===== config.mk =====
export PLATFORM = sky130hd
export DESIGN_NAME = spike_event_fifo
export DESIGN_NICKNAME = d
export VERILOG_FILES = /design/src/rtl/spike_event_fifo.sv
export SDC_FILE = /design/constraint.sdc
export NUM_CORES = 1
export LEC_CHECK = 0
export CORE_MARGIN = 3
export CORE_UTILIZATION = 40
export CTS_CLUSTER_DIAMETER = 200
export DETAILED_ROUTE_END_ITERATION = 8
export GPL_TIMING_DRIVEN = 0
export HOLD_SLACK_MARGIN = 0.15
export PLACE_DENSITY_LB_ADDON = 0.2
export SYNTH_ARGS = -nofsm -noshare
export SYNTH_HDL_FRONTEND = slang
export SYNTH_SLANG_ARGS = --single-unit

===== constraint.sdc =====
create_clock -name clk -period 7.2 [get_ports clk]
set_clock_uncertainty 0.15 [all_clocks]
set_input_delay 1.44 -clock clk [delete_from_list [all_inputs] [get_ports clk]]
set_output_delay 1.44 -clock clk [all_outputs]
set_load 0.05 [all_outputs]

===== src/rtl/spike_event_fifo.sv =====
// spike_event_fifo
//   Buffers {spike value, neuron id} events from the network selector stage
//   and presents them in order to the neuron-update engine over valid/ready.
//   Zero-valued spikes can be filtered. Accepted/dropped events are counted
//   with saturating counters, and a sticky flag records lost events.
//
// Ports
//   clk, reset      : single clock, synchronous active-high reset
//   top_en_network  : global step enable, gates the input side only
//   network_done    : one-cycle pulse qualifying spike_event
//   spike_event     : {spike value, neuron id}
//   drop_zero       : discard events whose spike value is 0
//   clear_stats     : synchronous clear of counters and overflow
//   out_valid/ready : head-of-queue handshake
//   out_spike/id    : head event fields (forced to 0 while empty)
//   fifo_count      : occupancy, 0..DEPTH
//   overflow        : sticky, set when an event is lost to a full FIFO
//   event_cnt       : accepted events, saturating
//   drop_cnt        : filtered events, saturating
module spike_event_fifo #(
  parameter int TEN_DATA_WIDTH  = 2,
  parameter int NEURON_ID_WIDTH = 8,
  parameter int DEPTH           = 16,
  parameter int PTR_WIDTH       = 4,
  parameter int CNT_WIDTH       = 16
) (
  input  logic                                      clk,
  input  logic                                      reset,
  input  logic                                      top_en_network,
  input  logic                                      network_done,
  input  logic [TEN_DATA_WIDTH+NEURON_ID_WIDTH-1:0] spike_event,
  input  logic                                      drop_zero,
  input  logic                                      clear_stats,
  output logic                                      out_valid,
  input  logic                                      out_ready,
  output logic [TEN_DATA_WIDTH-1:0]                 out_spike,
  output logic [NEURON_ID_WIDTH-1:0]                out_id,
  output logic [PTR_WIDTH:0]                        fifo_count,
  output logic                                      overflow,
  output logic [CNT_WIDTH-1:0]                      event_cnt,
  output logic [CNT_WIDTH-1:0]                      drop_cnt
);

  localparam int EW = TEN_DATA_WIDTH + NEURON_ID_WIDTH;
  localparam logic [PTR_WIDTH:0] FULL_COUNT = (PTR_WIDTH + 1)'(DEPTH);

  logic [EW-1:0]        mem [DEPTH];
  logic [PTR_WIDTH-1:0] wr_ptr;
  logic [PTR_WIDTH-1:0] rd_ptr;
  logic [EW-1:0]        head;

  logic in_fire;
  logic is_zero;
  logic filtered;
  logic push_req;
  logic full;
  logic pop;
  logic push;
  logic lost;

  always_comb begin
    in_fire   = network_done & top_en_network;
    is_zero   = (spike_event[EW-1:NEURON_ID_WIDTH] == '0);
    filtered  = in_fire & drop_zero & is_zero;
    push_req  = in_fire & ~filtered;
    full      = (fifo_count == FULL_COUNT);
    out_valid = (fifo_count != '0);
    pop       = out_valid & out_ready;
    // A pop in the same cycle frees the slot the push lands in.
    push      = push_req & (~full | pop);
    lost      = push_req & full & ~pop;
  end

  always_comb begin
    head      = mem[rd_ptr];
    out_spike = '0;
    out_id    = '0;
    if (out_valid) begin
      out_spike = head[EW-1:NEURON_ID_WIDTH];
      out_id    = head[NEURON_ID_WIDTH-1:0];
    end
  end

  // Storage carries no reset; the pointers and count define what is valid.
  always_ff @(posedge clk) begin
    if (!reset && push) begin
      mem[wr_ptr] <= spike_event;
    end
  end

  // Pointers wrap naturally because DEPTH is a power of two.
  always_ff @(posedge clk) begin
    if (reset) begin
      wr_ptr     <= '0;
      rd_ptr     <= '0;
      fifo_count <= '0;
    end else begin
      if (push) wr_ptr <= wr_ptr + 1'b1;
      if (pop)  rd_ptr <= rd_ptr + 1'b1;
      case ({push, pop})
        2'b10:   fifo_count <= fifo_count + 1'b1;
        2'b01:   fifo_count <= fifo_count - 1'b1;
        default: fifo_count <= fifo_count;
      endcase
    end
  end

  // clear_stats wins over a same-cycle counting event.
  always_ff @(posedge clk) begin
    if (reset || clear_stats) begin
      event_cnt <= '0;
      drop_cnt  <= '0;
      overflow  <= 1'b0;
    end else begin
      if (push && (event_cnt != '1))    event_cnt <= event_cnt + 1'b1;
      if (filtered && (drop_cnt != '1)) drop_cnt  <= drop_cnt + 1'b1;
      if (lost)                         overflow  <= 1'b1;
    end
  end

endmodule


==> metrics.md, run 1 <==
| Metric | Value |
|---|---|
| Horizontal die dimension | `154 um` |
| Syn Inst Count | `527` |
| Path depth of the worst reg2reg path | `5` |
| Final-layout fill cell count | `1776` |
| Cell Rows | `53` |
| Die footprint | `23800 um^2` |
| DRT Wirelength | `18700 um` |
| Met1 demand-to-capacity share in global routing | `22.0%` |
| Static leakage | `3.36 nW` |
| Worst Hold Depth | `2` |
| Pin count of the biggest net entering global routing | `19` |
| Max Transition Viols Final | `0` |
| Source-to-sink clock delay at the later pin of the worst-skew pair | `500 ps` |
| RD Place Congestion | `0.801` |
| Min-delay worst type | `flop to flop` |
| Cts bufs inserted | `23` |
| Commonest non-fill, non-tap cells in the layout | `sky130_fd_sc_hd__edfxtp_1, sky130_fd_sc_hd__nor2_1, sky130_fd_sc_hd__clkdlybuf4s50_1` |
| Flip-flop and latch count after synthesis | `210` |
| Startpoint of the most critical hold path | `overflow` |
| Max-cap violation count | `0` |
| Status | `complete, no violations` |
| Htree depth | `1` |
| Number of design rule violations left after detail routing | `0` |
| Vertical die dimension | `154 um` |
| Max transition margin | `18.1%` |
| Io pins | `66` |
| Hold Buf Count CTS | `0` |
| Post-route antenna net violation count | `0` |
| Net Count, Synth | `553` |
| Setup repair after global routing missed its margin | `no` |
| Via count of the first global-routing pass | `5036` |
| Vias per Instance | `5.37` |
| Cell types occupying the most area after synthesis | `sky130_fd_sc_hd__edfxtp_1, sky130_fd_sc_hd__dfxtp_1, sky130_fd_sc_hd__mux4_1` |
| Sequential element share of the synthesized area | `66.0%` |
| Data required time of the critical path | `5610 ps` |
| Number of search-and-repair iterations in the first detailed-routing pass | `4` |
| Classification of the worst setup path | `flop to output port` |
| Number of buffers inserted to repair setup after CTS | `0` |
| Critical R2R Launch | `fifo_count[2]` |
| Cell type with the highest aggregate area in the netlist | `sky130_fd_sc_hd__edfxtp_1` |
| Clk sink count | `210` |
| Final critical delay including setup and external delays | `4880 ps` |
| VDD IR-drop max | `250 uV` |
| Element type at the critical path end | `output port` |
| Half-perimeter wire length of the detailed placement result | `12600 um` |
| Routed wirelength normalized by instance count | `20.6 um` |
| Predominant post-synthesis flop cell | `sky130_fd_sc_hd__edfxtp_1` |
| GR Layer Usage met2 | `25.9%` |
| Number of vias in the routed layout | `4869` |
| Count of different cell masters after synthesis | `51` |
| Ant. Diodes | `0` |
| Post-placement worst setup slack | `2070 ps` |
| Initial drt markers | `319` |
| Maximum operating frequency | `205 MHz` |
| Top-area cell type share of the netlist area | `54.7%` |
| GRT Max-Usage Layer | `met2` |
| FF-to-FF setup slack | `4120 ps` |
| Combined area of all synthesized cells | `8790 um^2` |
| Critical Path AT | `3290 ps` |
| Hold Violations, Final | `0` |
| Number of buffers on the longest clock path | `3` |
| Total number of nets in the final design | `642` |
| Total negative slack for setup checks | `0 ps` |
| Async S/R FF share, synth | `0%` |
| First-pass GRT wire length | `29200 um` |
| Initial core utilization | `41.3%` |
| CTS tree | `yes` |
| Post-route setup slack | `2320 ps` |
| Layout cells sized above 1 | `12.5%` |
| Aggregate global-route resource usage | `15.7%` |
| P&R area growth vs syn | `20.4%` |
| End of the worst register-to-register path | `mem[3][5]` |
| Power density over cell area | `330 nW/um^2` |
| Mean instance size in the synthesized netlist | `16.7 um^2` |
| Number of antenna violations at the first check in global routing | `0` |
| Crit share post-route | `67.7%` |
| Grt met3 use | `2.60%` |
| Kind of start point of the critical path | `flop` |
| Leading cell type in the layout, fill and taps excluded | `sky130_fd_sc_hd__edfxtp_1` |
| Count of instances resized after the clock tree is built | `0` |
| Number of enable flip-flop cells after synthesis | `160` |
| Root buffer selected by CTS | `sky130_fd_sc_hd__clkbuf_16` |
| Slew at the pin closest to its max-slew limit | `1220 ps` |
| Register clock-pin slew on the reported worst setup and hold paths | `60 ps` |
| GRT Residual Overflow | `0` |
| Core box area | `21300 um^2` |
| I/O Buffers | `64` |
| Highest net fanout along the worst path | `10` |
| Worst hold path endpoint | `overflow` |
| Min Hold Slack | `335 ps` |
| YS warnings | `0` |
| Final setup fails | `0` |
worst max-delay path: stages (launching register included):
cell,delay [ps]
sky130_fd_sc_hd__dfxtp_1,390
sky130_fd_sc_hd__buf_1,560
sky130_fd_sc_hd__mux4_1,430
sky130_fd_sc_hd__mux4_2,520
sky130_fd_sc_hd__and2_1,200
sky130_fd_sc_hd__clkdlybuf4s50_1,700
where the power goes:
group,total [W],internal [W],switching [W]
Sequential,0.00136,0.00133,0.0000325
Combinational,0.000886,0.000376,0.000510
Clock,0.00125,0.000797,0.000454
routing by layer:
layer  routed length [um]  vias up
li1                     -     2266
met4                  291        0
met2                 8980      129
met5                    0        -
met1                 8590     2452
met3                  798       22
area by class of cell:
class	instances	area, um^2	area share (%)
Tap cell	275	344	3.25
Clock inverter	15	220	2.08
Multi-Input combinational cell	290	2830	26.7
Sequential cell	210	5810	54.9
Timing Repair Buffer	64	641	6.05
Buffer	22	139	1.31
Clock buffer	26	587	5.55
Inverter	5	18.8	0.177
through the flow:
step / power (W) / std cells / utilization [%] / cell area (um^2)
6_report: 0.00350 / 907 / 49.7 / 10600
5_1_grt: 0.00364 / 907 / 49.7 / 10600
4_1_cts: 0.00354 / 907 / 49.7 / 10600
3_5_place_dp: 0.00228 / 866 / 45.9 / 9770
3_3_place_gp: 0.00226 / 866 / 45.9 / 9770
2_1_floorplan: 0.00202 / 527 / - / 8790
registers in the layout, indices dropped and copies added (netlist names), named ones only:
register    count
mem           160
drop_cnt       16
event_cnt      16
fifo_count      5
rd_ptr          4
wr_ptr          4
overflow        1
cell usage after synthesis, types with 2 or more instances:
master	instances
sky130_fd_sc_hd__xor2_1	13
sky130_fd_sc_hd__edfxtp_1	160
sky130_fd_sc_hd__dfxtp_1	50
sky130_fd_sc_hd__clkbuf_1	12
sky130_fd_sc_hd__nor4b_1	3
sky130_fd_sc_hd__a32oi_1	2
sky130_fd_sc_hd__xnor2_1	22
sky130_fd_sc_hd__nor4_4	3
sky130_fd_sc_hd__nor3_1	6
sky130_fd_sc_hd__buf_2	2
sky130_fd_sc_hd__and3_1	3
sky130_fd_sc_hd__and2_1	13
sky130_fd_sc_hd__a2111oi_1	3
sky130_fd_sc_hd__a211oi_1	2
sky130_fd_sc_hd__a21oi_1	9
sky130_fd_sc_hd__nand4_1	10
sky130_fd_sc_hd__mux2i_1	4
sky130_fd_sc_hd__inv_1	5
sky130_fd_sc_hd__nand3_1	11
sky130_fd_sc_hd__and4_1	3
sky130_fd_sc_hd__buf_1	2
sky130_fd_sc_hd__o21ai_0	4
sky130_fd_sc_hd__nor2_1	64
sky130_fd_sc_hd__mux4_2	22
sky130_fd_sc_hd__mux4_1	28
sky130_fd_sc_hd__nand2_1	22
sky130_fd_sc_hd__or3_1	4
sky130_fd_sc_hd__buf_6	5
sky130_fd_sc_hd__nor4_1	7
sky130_fd_sc_hd__ha_1	9
sky130_fd_sc_hd__nor3b_1	3
sky130_fd_sc_hd__and4bb_2	2
worst max-delay path by stage:
stage / end / cells past startpoint / start
3_3_place_gp: mem[3][9] / 6 / spike_event[8]
2_1_floorplan: out_id[0] / 4 / fifo_count[4]
6_report: out_spike[0] / 5 / flop
3_5_place_dp: mem[3][1] / 6 / spike_event[8]
4_1_cts: out_spike[0] / 5 / flop
5_1_grt: out_spike[0] / 5 / flop
cell families after synthesis:
logic type	count (synthesis)	share of synthesized area (%)
adder cells (fa/ha/maj)	9	1.28
buffers and inverters	27	1.79
AO/OA/AOI/OAI	30	3.06
AND/OR/NAND/NOR	162	9.86
flip-flops	210	66.0
XOR/XNOR	35	3.49
multiplexers	54	14.5
Power figures use the tool's default switching activity.
==> run 2: changes to the inputs <==
==> constraint.sdc (replaced) <==
create_clock -name clk -period 4.7 [get_ports clk]
set_clock_uncertainty 0.15 [all_clocks]
set_input_delay 0.94 -clock clk [delete_from_list [all_inputs] [get_ports clk]]
set_output_delay 0.94 -clock clk [all_outputs]
set_load 0.05 [all_outputs]
==> results of run 2 <==
The final DEF is identical to that of run 1. Status: complete, no violations.
Among the figures that moved: setup slack after placement 2070 ps -> 71.8 ps; setup slack after layout 2320 ps -> 325 ps; register-to-register setup slack 4120 ps -> 1620 ps; total power 0.00350 W -> 0.00536 W; worst IR drop on VDD 250 uV -> 383 uV
==> run 3: changes to the inputs <==
--- a/config.mk
+++ b/config.mk
@@ -8,6 +8,7 @@
 export CORE_MARGIN = 3
 export CORE_UTILIZATION = 40
 export CTS_CLUSTER_DIAMETER = 200
+export CTS_CLUSTER_SIZE = 30
 export DETAILED_ROUTE_END_ITERATION = 8
 export GPL_TIMING_DRIVEN = 0
 export HOLD_SLACK_MARGIN = 0.15
==> run 3 against run 2 <==
Against the previous run:
- clock-buffer cell count shrank 10
- flip-flop and latch count is the same
- global-route usage shrank 0.48 points
- largest power group unchanged
- fmax grew 0.28%
- highest routed layer unchanged
==> metrics.md, run 3 (synthesis gave the netlist of run 1 again) <==
| Metric | Value |
|---|---|
| Static leakage | `3.10 nW (-7.6%)` |
| Vertical die dimension | `154 um (unchanged)` |
| Routed wirelength normalized by instance count | `20.7 um (+0.40%)` |
| Classification of the worst setup path | `flop to output port` |
| Max transition margin | `17.3% (-0.82 points)` |
| Final setup fails | `0 (unchanged)` |
| Hold Violations, Final | `0 (unchanged)` |
| Status | `complete, no violations` |
| Met1 demand-to-capacity share in global routing | `21.9% (-0.15 points)` |
| Commonest non-fill, non-tap cells in the layout | `sky130_fd_sc_hd__edfxtp_1, sky130_fd_sc_hd__nor2_1, sky130_fd_sc_hd__clkdlybuf4s50_1` |
| Root buffer selected by CTS | `sky130_fd_sc_hd__clkbuf_16` |
| Final-layout fill cell count | `1820 (+2.5%)` |
| GR Layer Usage met2 | `25.7% (-0.15 points)` |
| Io pins | `66 (unchanged)` |
| Hold Buf Count CTS | `0 (unchanged)` |
| Slew at the pin closest to its max-slew limit | `1240 ps (+12.3 ps)` |
| Setup repair after global routing missed its margin | `no` |
| Register containing the most flip-flops in the final layout | `mem` |
| Post-route setup slack | `337 ps` |
| P&R area growth vs syn | `14.5%` |
| Half-perimeter wire length of the detailed placement result | `12600 um (unchanged)` |
| Switching power as a share of total power | `30.9%` |
| Core box area | `21300 um^2 (unchanged)` |
| Number of search-and-repair iterations in the first detailed-routing pass | `4 (unchanged)` |
| Die footprint | `23800 um^2 (unchanged)` |
| Total power | `0.00441 W` |
| Crit share post-route | `92.8%` |
| Htree depth | `1 (unchanged)` |
| Post-route antenna net violation count | `0 (unchanged)` |
| Vias per Instance | `5.41 (+0.87%)` |
| Aggregate global-route resource usage | `15.2% (-0.48 points)` |
| Number of vias in the routed layout | `4776 (-1.9%)` |
| Max Transition Viols Final | `0 (unchanged)` |
| VDD IR-drop max | `374 uV` |
| Number of antenna violations at the first check in global routing | `0 (unchanged)` |
| Initial drt markers | `282 (-12%)` |
| GRT Max-Usage Layer | `met2` |
| I/O Buffers | `64 (unchanged)` |
| Cts bufs inserted | `10 (-57%)` |
| Power density over cell area | `438 nW/um^2` |
| Leading cell type in the layout, fill and taps excluded | `sky130_fd_sc_hd__edfxtp_1` |
| Element type at the critical path end | `output port` |
| Total negative slack for setup checks | `0 ps (unchanged)` |
| Number of buffers on the longest clock path | `3 (unchanged)` |
| Kind of start point of the critical path | `flop` |
| Highest net fanout along the worst path | `10 (unchanged)` |
| Critical R2R Launch | `fifo_count[2]` |
| Final core utilization | `47.3% (-2.4 points)` |
| Ant. Diodes | `0 (unchanged)` |
| Count of instances resized after the clock tree is built | `0 (unchanged)` |
| Total number of nets in the final design | `629 (-2.0%)` |
| Critical Path AT | `3270 ps (-20 ps)` |
| Register clock-pin slew on the reported worst setup and hold paths | `110 ps (+50 ps)` |
| CTS tree | `yes` |
| Top flop regs | `mem: 160 flops, drop_cnt: 16 flops, event_cnt: 16 flops` |
| Combinational share of power | `30.8% (+5.5 points)` |
| Post-placement worst setup slack | `71.8 ps` |
| Pin count of the biggest net entering global routing | `32 (+13)` |
| Max-cap violation count | `0 (unchanged)` |
| Final critical delay including setup and external delays | `4360 ps` |
| Data required time of the critical path | `3610 ps` |
| Worst Hold Depth | `2 (unchanged)` |
| Worst hold path endpoint | `overflow` |
| Layout cells sized above 1 | `9.23% (-3.3 points)` |
| Largest register FFs | `160 (unchanged)` |
| P_sw | `0.00136 W` |
| Horizontal die dimension | `154 um (unchanged)` |
| Reg power frac | `47.2% (+8.3 points)` |
| Clock network fraction of design power | `22.0% (-14 points)` |
| Grt met3 use | `1.90% (-0.70 points)` |
| First-pass GRT wire length | `28500 um (-2.3%)` |
| Initial core utilization | `41.3% (unchanged)` |
| Cell Rows | `53 (unchanged)` |
| DRT Wirelength | `18200 um (-2.4%)` |
| Number of design rule violations left after detail routing | `0 (unchanged)` |
| Cell-internal power | `0.00304 W` |
| Maximum operating frequency | `229 MHz` |
| End of the worst register-to-register path | `mem[3][0]` |
| Source-to-sink clock delay at the later pin of the worst-skew pair | `450 ps (-50 ps)` |
| Min-delay worst type | `flop to flop` |
| Path depth of the worst reg2reg path | `5 (unchanged)` |
| FF-to-FF setup slack | `1620 ps` |
| RD Place Congestion | `0.801 (unchanged)` |
| GRT Residual Overflow | `0 (unchanged)` |
| Clk sink count | `210 (unchanged)` |
| Startpoint of the most critical hold path | `overflow` |
| Number of buffers inserted to repair setup after CTS | `0 (unchanged)` |
| Via count of the first global-routing pass | `4892 (-2.9%)` |
[run 3: cell types whose count changed in the layout (fill, tap and decap cells not counted)]
cell	before	now
sky130_fd_sc_hd__bufinv_16	6	0
sky130_fd_sc_hd__clkbuf_1	15	17
sky130_fd_sc_hd__clkinv_1	4	0
sky130_fd_sc_hd__clkbuf_16	23	11
sky130_fd_sc_hd__clkinv_2	5	0
[run 3: how the worst max path moves through the flow]
| stage | cells after the start | from | end |
|---|---|---|---|
| CTS | 5 | flop | out_spike[0] |
| global route | 5 | flop | out_spike[0] |
| floorplan | 4 | fifo_count[4] | out_id[0] |
| detailed placement | 6 | spike_event[8] | mem[3][1] |
| finish | 5 | flop | out_spike[0] |
| global placement | 6 | spike_event[8] | mem[3][9] |
[run 3: routing by layer]
layer  vias to the layer above  wire (um)
met1                      2403       8310
met5                         -          0
li1                       2218          -
met4                         0        114
met3                         6       1000
met2                       149       8800
[run 3: worst max-delay path, cell delays in order, from the launching register on]
cell and delay, ps:
sky130_fd_sc_hd__dfxtp_1 410, sky130_fd_sc_hd__buf_1 560, sky130_fd_sc_hd__mux4_1 430, sky130_fd_sc_hd__mux4_2 520, sky130_fd_sc_hd__and2_1 200, sky130_fd_sc_hd__clkdlybuf4s50_1 700
[run 3: stage by stage]
step / std cells / area, um^2 / hold slack [ps]
6_report: 882 / 10100 / 348
5_1_grt: 882 / 10100 / 391
4_1_cts: 882 / 10100 / 355
3_5_place_dp: 866 / 9770 / 318
3_3_place_gp: 866 / 9770 / 323
2_1_floorplan: 527 / 8790 / 309
[run 3: layout make-up]
class	count	area, um^2	area share (%)
Buffer	22	139	1.38
Clock buffer	16	294	2.92
Inverter	5	18.8	0.186
Multi-Input combinational cell	290	2830	28.1
Sequential cell	210	5810	57.7
Tap cell	275	344	3.42
Timing Repair Buffer	64	641	6.36
[run 3: power groups by stage]
stage          registers (W)  logic, W  clock network [W]
6_report             0.00208   0.00136           0.000970
5_1_grt              0.00209   0.00144            0.00107
4_1_cts              0.00208   0.00138            0.00101
3_5_place_dp         0.00212   0.00137                  0
3_3_place_gp         0.00212   0.00135                  0
2_1_floorplan        0.00217  0.000915                  0
